==> src/rtl/acc_ctrl_seq_if.sv <==
// acc_ctrl_seq_if: controller <-> datapath/memory strobe bundle.
// master = sequencer side, slave = datapath/memory side.
interface acc_ctrl_seq_if #(
    parameter int OPC_W = 3
);
    logic             start;
    logic [OPC_W-1:0] opcode;
    logic             acc_zero;
    logic             mem_ack;
    logic             ld_pc;
    logic             inc_pc;
    logic             ld_ir;
    logic             ld_mar;
    logic             mar_sel;
    logic             ld_acc;
    logic             acc_sel;
    logic [1:0]       alu_op;
    logic             mem_rd;
    logic             mem_wr;
    logic             busy;
    logic             halted;
    logic             err;
    logic [2:0]       state_dbg;

    modport master (
        input  start, opcode, acc_zero, mem_ack,
        output ld_pc, inc_pc, ld_ir, ld_mar, mar_sel, ld_acc, acc_sel, alu_op,
               mem_rd, mem_wr, busy, halted, err, state_dbg
    );

    modport slave (
        output start, opcode, acc_zero, mem_ack,
        input  ld_pc, inc_pc, ld_ir, ld_mar, mar_sel, ld_acc, acc_sel, alu_op,
               mem_rd, mem_wr, busy, halted, err, state_dbg
    );
endinterface

==> src/rtl/acc_ctrl_seq.sv <==
// acc_ctrl_seq: fetch/decode/execute sequencer for the accumulator datapath.
// Strobes are decoded combinationally from state, opcode, acc_zero and mem_ack.
module acc_ctrl_seq #(
    parameter int OPC_W    = 3,
    parameter int ADDR_W   = 5,
    parameter int WAIT_MAX = 15
) (
    input logic           clk,
    input logic           clr,
    acc_ctrl_seq_if.master bus
);
    typedef enum logic [2:0] {
        S_IDLE = 3'd0,
        S_FA   = 3'd1,
        S_FM   = 3'd2,
        S_DEC  = 3'd3,
        S_EA   = 3'd4,
        S_EM   = 3'd5,
        S_HALT = 3'd6,
        S_BAD  = 3'd7
    } state_t;

    localparam logic [OPC_W-1:0] OP_STA = OPC_W'(1);
    localparam logic [OPC_W-1:0] OP_ADD = OPC_W'(2);
    localparam logic [OPC_W-1:0] OP_SUB = OPC_W'(3);
    localparam logic [OPC_W-1:0] OP_AND = OPC_W'(4);
    localparam logic [OPC_W-1:0] OP_JMP = OPC_W'(5);
    localparam logic [OPC_W-1:0] OP_JZ  = OPC_W'(6);
    localparam logic [OPC_W-1:0] OP_HLT = OPC_W'(7);

    if (OPC_W != 3 || OPC_W + ADDR_W != 8 || WAIT_MAX < 1 || WAIT_MAX > 255) begin : g_bad_cfg
        $error("acc_ctrl_seq: unsupported OPC_W/ADDR_W/WAIT_MAX");
    end

    state_t     r_state;
    state_t     w_next;
    logic [7:0] r_cnt;
    logic       r_err;
    logic       w_timeout;
    logic       w_last;
    logic       w_memop;
    logic       w_sta;
    logic       w_alu;
    logic       w_mem_state;

    assign w_sta       = bus.opcode == OP_STA;
    assign w_alu       = bus.opcode == OP_ADD || bus.opcode == OP_SUB || bus.opcode == OP_AND;
    assign w_memop     = bus.opcode < OP_JMP;
    assign w_mem_state = r_state == S_FM || r_state == S_EM;
    // r_cnt holds the no-ack cycles already spent, so the WAIT_MAX-th such cycle is the last
    assign w_last      = r_cnt == 8'(WAIT_MAX - 1);

    always_comb begin
        w_next      = r_state;
        w_timeout   = 1'b0;
        bus.ld_pc   = 1'b0;
        bus.inc_pc  = 1'b0;
        bus.ld_ir   = 1'b0;
        bus.ld_mar  = 1'b0;
        bus.mar_sel = 1'b0;
        bus.ld_acc  = 1'b0;
        bus.acc_sel = 1'b0;
        bus.alu_op  = 2'b00;
        bus.mem_rd  = 1'b0;
        bus.mem_wr  = 1'b0;
        case (r_state)
            S_IDLE: w_next = bus.start ? S_FA : S_IDLE;
            S_FA: begin
                bus.ld_mar = 1'b1;
                w_next     = S_FM;
            end
            S_FM: begin
                bus.mem_rd = 1'b1;
                bus.ld_ir  = bus.mem_ack;
                bus.inc_pc = bus.mem_ack;
                w_timeout  = !bus.mem_ack && w_last;
                w_next     = bus.mem_ack ? S_DEC : w_timeout ? S_HALT : S_FM;
            end
            S_DEC: w_next = S_EA;
            S_EA: begin
                bus.ld_mar  = w_memop;
                bus.mar_sel = w_memop;
                bus.ld_pc   = bus.opcode == OP_JMP || (bus.opcode == OP_JZ && bus.acc_zero);
                w_next      = w_memop ? S_EM : bus.opcode == OP_HLT ? S_HALT : S_FA;
            end
            S_EM: begin
                bus.mem_wr  = w_sta;
                bus.mem_rd  = !w_sta;
                bus.ld_acc  = bus.mem_ack && !w_sta;
                bus.acc_sel = bus.mem_ack && w_alu;
                bus.alu_op  = !bus.mem_ack ? 2'b00 :
                              bus.opcode == OP_SUB ? 2'b01 :
                              bus.opcode == OP_AND ? 2'b10 : 2'b00;
                w_timeout   = !bus.mem_ack && w_last;
                w_next      = bus.mem_ack ? S_FA : w_timeout ? S_HALT : S_EM;
            end
            S_HALT: w_next = bus.start ? S_FA : S_HALT;
            default: w_next = S_IDLE;
        endcase
    end

    always_ff @(posedge clk or negedge clr) begin
        if (!clr) begin
            r_state <= S_IDLE;
            r_cnt   <= 8'd0;
            r_err   <= 1'b0;
        end else begin
            r_state <= w_next;
            r_cnt   <= (w_mem_state && !bus.mem_ack) ? r_cnt + 8'd1 : 8'd0;
            if (w_timeout)
                r_err <= 1'b1;
            else if (r_state == S_HALT && bus.start)
                r_err <= 1'b0;
        end
    end

    assign bus.busy      = r_state != S_IDLE && r_state != S_HALT;
    assign bus.halted    = r_state == S_HALT;
    assign bus.err       = r_err;
    assign bus.state_dbg = r_state;
endmodule

==> src/flat_wrapper.sv <==
// flat-port wrapper written by rule: the top's interface ports become plain ports
module acc_ctrl_seq_flat 
#(
    parameter int OPC_W    = 3,
    parameter int ADDR_W   = 5,
    parameter int WAIT_MAX = 15
)
  (clk, clr, bus_start, bus_opcode, bus_acc_zero, bus_mem_ack, bus_ld_pc, bus_inc_pc, bus_ld_ir, bus_ld_mar, bus_mar_sel, bus_ld_acc, bus_acc_sel, bus_alu_op, bus_mem_rd, bus_mem_wr, bus_busy, bus_halted, bus_err, bus_state_dbg);
  acc_ctrl_seq_if #(.OPC_W(OPC_W)) bus_i ();
  input logic clk;
  input logic clr;
  input wire logic [$bits(bus_i.start)-1:0] bus_start;
  input wire logic [$bits(bus_i.opcode)-1:0] bus_opcode;
  input wire logic [$bits(bus_i.acc_zero)-1:0] bus_acc_zero;
  input wire logic [$bits(bus_i.mem_ack)-1:0] bus_mem_ack;
  output wire logic [$bits(bus_i.ld_pc)-1:0] bus_ld_pc;
  output wire logic [$bits(bus_i.inc_pc)-1:0] bus_inc_pc;
  output wire logic [$bits(bus_i.ld_ir)-1:0] bus_ld_ir;
  output wire logic [$bits(bus_i.ld_mar)-1:0] bus_ld_mar;
  output wire logic [$bits(bus_i.mar_sel)-1:0] bus_mar_sel;
  output wire logic [$bits(bus_i.ld_acc)-1:0] bus_ld_acc;
  output wire logic [$bits(bus_i.acc_sel)-1:0] bus_acc_sel;
  output wire logic [$bits(bus_i.alu_op)-1:0] bus_alu_op;
  output wire logic [$bits(bus_i.mem_rd)-1:0] bus_mem_rd;
  output wire logic [$bits(bus_i.mem_wr)-1:0] bus_mem_wr;
  output wire logic [$bits(bus_i.busy)-1:0] bus_busy;
  output wire logic [$bits(bus_i.halted)-1:0] bus_halted;
  output wire logic [$bits(bus_i.err)-1:0] bus_err;
  output wire logic [$bits(bus_i.state_dbg)-1:0] bus_state_dbg;
  assign bus_i.start = bus_start;
  assign bus_i.opcode = bus_opcode;
  assign bus_i.acc_zero = bus_acc_zero;
  assign bus_i.mem_ack = bus_mem_ack;
  assign bus_ld_pc = bus_i.ld_pc;
  assign bus_inc_pc = bus_i.inc_pc;
  assign bus_ld_ir = bus_i.ld_ir;
  assign bus_ld_mar = bus_i.ld_mar;
  assign bus_mar_sel = bus_i.mar_sel;
  assign bus_ld_acc = bus_i.ld_acc;
  assign bus_acc_sel = bus_i.acc_sel;
  assign bus_alu_op = bus_i.alu_op;
  assign bus_mem_rd = bus_i.mem_rd;
  assign bus_mem_wr = bus_i.mem_wr;
  assign bus_busy = bus_i.busy;
  assign bus_halted = bus_i.halted;
  assign bus_err = bus_i.err;
  assign bus_state_dbg = bus_i.state_dbg;
  acc_ctrl_seq #(.OPC_W(OPC_W), .ADDR_W(ADDR_W), .WAIT_MAX(WAIT_MAX)) u_core (.clk(clk), .clr(clr), .bus(bus_i));
endmodule
==> config.mk <==
export PLATFORM = sky130hd
export DESIGN_NAME = acc_ctrl_seq_flat
export DESIGN_NICKNAME = d
export VERILOG_FILES = /design/src/rtl/acc_ctrl_seq_if.sv /design/src/rtl/acc_ctrl_seq.sv /design/src/flat_wrapper.sv
export SDC_FILE = /design/constraint.sdc
export NUM_CORES = 1
export LEC_CHECK = 0
export BUFFER_PORTS_ARGS = -buffer_cell sky130_fd_sc_hd__buf_2
export CAP_MARGIN = 20
export CORE_UTILIZATION = 50
export DETAILED_ROUTE_END_ITERATION = 6
export MAX_ROUTING_LAYER = met4
export PLACE_DENSITY = 0.75
export SLEW_MARGIN = 20
export SYNTH_ARGS = -nofsm -noshare
export SYNTH_HDL_FRONTEND = slang
export SYNTH_SLANG_ARGS = --single-unit
==> constraint.sdc <==
create_clock -name clk -period 1.35 [get_ports clk]
set_input_delay 0 -clock clk [delete_from_list [all_inputs] [get_ports clk]]
set_output_delay 0 -clock clk [all_outputs]
set_load 0.005 [all_outputs]
* Word-level counts from Yosys, hierarchy flattened
Cells that the tools add are included.
Widths: inputs -> output; s select.
** Word-level totals
- Bits in registers :: 12
- Input port bits :: 8
- Word-level logic and storage cells :: 62
** Cells by class
- Add/subtract/negate cells :: 1
- $lt $le $gt $ge :: 1
- Equal/unequal tests :: 15
- Muxes and demuxes :: 25
- Reduce and logical (&&, ||, !) cells :: 17
** Operator list (count)
- $eq 3x3->1 const B :: 7
- $pmux 3 s7 :: 1
- $mux 3 :: 6
- $eq 3x2->1 const B :: 4
- $mux 1 :: 10
- $mux 2 :: 5
- $add 8x1->8 const B :: 1
- $eq 8x4->1 const B :: 1
- $mux 8 :: 1
- $logic_and 1x1->1 :: 7
- $eq 3x1->1 const B :: 2
- $logic_or 1x1->1 :: 4
- $pmux 1 s2 :: 2
- $logic_not 3->1 :: 1
- $lt 3x3->1 const B :: 1
- $ne 3x3->1 const B :: 1
- $reduce_bool 3->1 :: 1
- $logic_not 1->1 :: 2
- $reduce_bool 2->1 :: 1
- $reduce_or 2->1 :: 1

* Depth between registers and ports, before layout
- Depth after elaboration :: 5
- Gate-level depth with buffers :: 5
- Depth with buffers taken out :: 5

* Worst setup path before layout
Ideal clock, no wire load.
- Kind :: register to register
- Start point :: register u_core.r_cnt[0]
- End point :: register u_core.r_cnt[6]
- Setup time :: 78 ps
- Data arrival time :: 1127 ps
- Data required time :: 1272 ps
- Path slack :: 145 ps
- Stages on the path, launching flop included :: 5
- Buffers on the path :: 0
- Cell sequence :: dfrtp_1 -> ha_1 -> nand3_1 -> or3_1 -> a21oi_1
** On the way
- Longest elaborated chain between the ends :: 2
** RTL lines
- from (decl) :: line acc_ctrl_seq.sv:37 : logic [7:0] r_cnt;
- from (signal assigned) :: line acc_ctrl_seq.sv:109 : r_cnt <= (w_mem_state && !bus.mem_ack) ? r_cnt + 8'd1 : 8'd0;
- $add 8x1->8 :: line acc_ctrl_seq.sv:109
- $mux 8 :: line acc_ctrl_seq.sv:109
Every way passes these cells.
A chain may end at the register's enable or synchronous reset.

* Worst setup path in the final report
- Start point :: register u_core.r_state[1], in the netlist u_core.bus.state_dbg[1]
- End point :: output bus_ld_mar
** On the way
- Longest elaborated chain between the ends :: 2
- Elaborated cells between the ends (all ways) :: 3
- Classes of those cells :: eq/ne (2); mux (1)
** RTL lines
- from (decl) :: line acc_ctrl_seq.sv:35 : state_t r_state;
- from (signal assigned) :: line acc_ctrl_seq.sv:108 : r_state <= w_next;
- $eq 3x3->1 or $eq 3x1->1 (tied branches) :: line acc_ctrl_seq.sv:66 : case (r_state)
- $pmux 1 s2 (*) :: line acc_ctrl_seq.sv:66
- to (decl) :: line flat_wrapper.sv:19 : output wire logic [$bits(bus_i.ld_mar)-1:0] bus_ld_mar;
Every way passes the cells marked *; elsewhere a longest branch is shown, timed or not.

==> impl_metrics.ini <==
[setup_path]
r2r_slack_ns = -0.12
path_cells = buf_6, nor3b_4, and2_4, a31o_1, buf_2
max_stage_delay_ns = 0.45
cpMaxStageDelayCell = dfrtp_2
path_buf_inv = 2
start_kind = flop
path_max_fanout = 5
end_kind = output port
crit_type = flop to output port
regToRegStartpoint = u_core.r_cnt[0]
reg2reg_depth = 5
cp_top_family = simple AND/OR/NAND/NOR gates
r2r_end = u_core.bus.state_dbg[2]
critPathArrivalTime_ns = 1.56
cp.required_ns = 1.35

[hold_path]
worstHoldStart = bus_start
worstHoldEndpoint = u_core.bus.err
worstHoldPathCells = 3
hold_class = primary input to flop

[logic_synthesis]
synth_cells = 101
ys_ff_latch = 12
synth_top_area_share_pct = 34.3
synth_nets = 111
synth.distinct_cells = 39
synthTopCellsByArea = dfrtp_1 34%, nor2_1 5.1%, or3_1 3.6%
netlist_area_sq_um = 876
ys_warn_count = 0
avgSynthCellArea_sq_um = 8.67
seq_area_frac_synth_pct = 34.3
yosysTopAreaCell = dfrtp_1

[detailed_routing]
drc = 2
antenna_left = 0
viasPerCell = 6.60
via_count = 1082
finalWirelength_microns = 3230
drt_iter0_markers = 82
first_pass_iters = 7
wl_per_cell_microns = 19.7

[layout]
drive_above_1_share_pct = 53.4
layout_commonest_cell = buf_2
fin_util_pct = 83.9
layout.nets = 160
diodes = 0
area_delta_synth_final_pct = 51.0
final_cell_mix = 24 x buf_2, 17 x buf_4, 9 x dfrtp_1, 8 x nor2_1, 8 x buf_6

[sta]
worst_slew_pin_slew_ns = 0.326
fin_crit_ns = 1.56
report.final.slew_viol_count = 0
fin_hold_ws_ns = 0.0928
timing.final.crit_share_pct = 115
fin_setup_tns_ns = -1.20
grt_setup_unrepaired = true
fin_ws_ns = -0.206
finalHoldViolCount = 0
setup_viol = 21
clock_skew_ns = 0.0101
slew_headroom_pct = 78.3
max_freq_ghz = 0.643

[placement]
numPortBuffers = 24
dp_hpwl_microns = 1350
place_ws_ns = 0.0735
place.gp.congestion = 0.807

[global_route]
grtUsageTotal_pct = 27.5
grt_overflow = 0
grt_pass1_vias = 837
antenna_found_initial = 0
grt_pass1_wl_microns = 3730
grt_max_degree = 13

[pwr]
switching_share_pct = 40.9
clock_power_share_pct = 9.7
p_leak_nw = 0.626
p_sw_w = 0.000943
pwr-share-seq_pct = 22.8
p_int_w = 0.00137
ir_drop_mv = 1.20
power_per_cell_area_nw_per_um2 = 1750
power_frac_comb_pct = 67.5

[die]
fp.dieH_microns = 43.9
die-area_sq_um = 1920
core.rowCount = 14
fp.dieW_microns = 43.9
core_area_sq_um = 1580
ios = 25
start_util_pct = 55.6

[cts]
cts_sinks = 12
htree_levels = 1
cts_tree = done
clkLatencyLatePin_ns = 0.28
clk_pin_slew_ns = 0.08
cts_buffers = 3
cts-root-buf = clkbuf_4
cts_max_path_buffers = 2

[job]
cap_violations = 0

[outcome]
outcome = finished, violations left
violations = DRC, setup timing
## final cells by class
cell class                      count  area [sq um]
Timing Repair Buffer               50           348
Tap cell                           16          20.0
Inverter                            3          11.3
Multi-Input combinational cell     80           617
Fill cell                          74           254
Clock buffer                        3          22.5
Sequential cell                    12           304
## power by group through the flow
stage	registers [W]	logic [W]	clock network, W
finish	0.000526	0.00156	0.000224
floorplan	0.000507	0.000532	0
global route	0.000530	0.00162	0.000241
detailed placement	0.000562	0.000788	0
CTS	0.000527	0.00111	0.000221
global placement	0.000558	0.000778	0
## stage by stage
step	power [W]	cells	area, sq um
global route	0.00239	164	1320
floorplan	0.00104	101	876
finish	0.00231	164	1320
detailed placement	0.00135	143	1040
CTS	0.00186	159	1190
global placement	0.00134	143	1040
## flip-flops by register name, summed over array words and instances, names as in the netlist
| register | count |
|---|---|
| u_core.bus.err | 1 |
| u_core.bus.state_dbg | 3 |
| u_core.r_cnt | 8 |
## Yosys cell counts (all sizes together)
cell type  count
o21ai          6
nor4           2
o21bai         1
nor3b          2
a21bo          1
a31o           1
inv            3
or3            5
a41o           1
and4bb         1
mux2           1
xor2           2
nand4          3
xnor2          1
nand2          7
nor3           1
dfrtp         12
a22oi          1
nand3          4
and3b          3
buf            6
nand3b         1
and4b          1
o211ai         2
ha             2
o2bb2ai        1
nor2          12
nand2b         3
and2           2
nor2b          3
a31oi          1
o31ai          1
a211oi         1
a21oi          7
## worst min-delay path, delay by kind of cell
family | cells | cell delay, ns
buf+inv | 1 | 0.15
compound gates | 2 | 0.19
## metal layers
| metal | wire [microns] | GRT usage (%) | vias up |
|---|---|---|---|
| met2 | 1510 | 44.2 | 94 |
| met4 | 191 | 10.3 | 0 |
| met5 | 0 | - | - |
| met1 | 1100 | 33.6 | 495 |
| met3 | 433 | 6.25 | 32 |
| li1 | - | - | 461 |
## how the worst max path moves through the flow
stage / from / end / slack, ns / cells past startpoint
after detailed placement: u_core.bus.state_dbg[1] / bus_ld_mar / 0.07 / 5
after floorplan: u_core.r_cnt[0] / u_core.r_cnt[6] / 0.15 / 4
after CTS: u_core.bus.state_dbg[1] / bus_ld_mar / -0.07 / 5
after global placement: u_core.r_cnt[4] / u_core.bus.state_dbg[1] / 0.08 / 3
final: u_core.bus.state_dbg[1] / bus_ld_mar / -0.21 / 5
after global routing: u_core.bus.state_dbg[1] / bus_ld_mar / -0.24 / 5
## cell families (layout without fill, tap and decap cells)
family                   count (synthesis)  count (layout)  synth area share [%]
AND/OR/NAND/NOR                         50              50                  33.9
buffers and inverters                    9              56                  5.71
AO/OA/AOI/OAI                           24              24                  19.0
flip-flops                              12              12                  34.3
adder cells (fa/ha/maj)                  2               2                  2.86
multiplexers                             1               1                  1.29
XOR/XNOR                                 3               3                  3.00
## repair_timing
action,4_1_cts,5_1_grt
gates resized for setup,12,25
hold buffers,1,0
pin swaps,5,12
endpoints found under the hold margin,12,0
setup endpoints to repair,12,20
setup buffers,13,6
(Power assumes the default switching activity.)
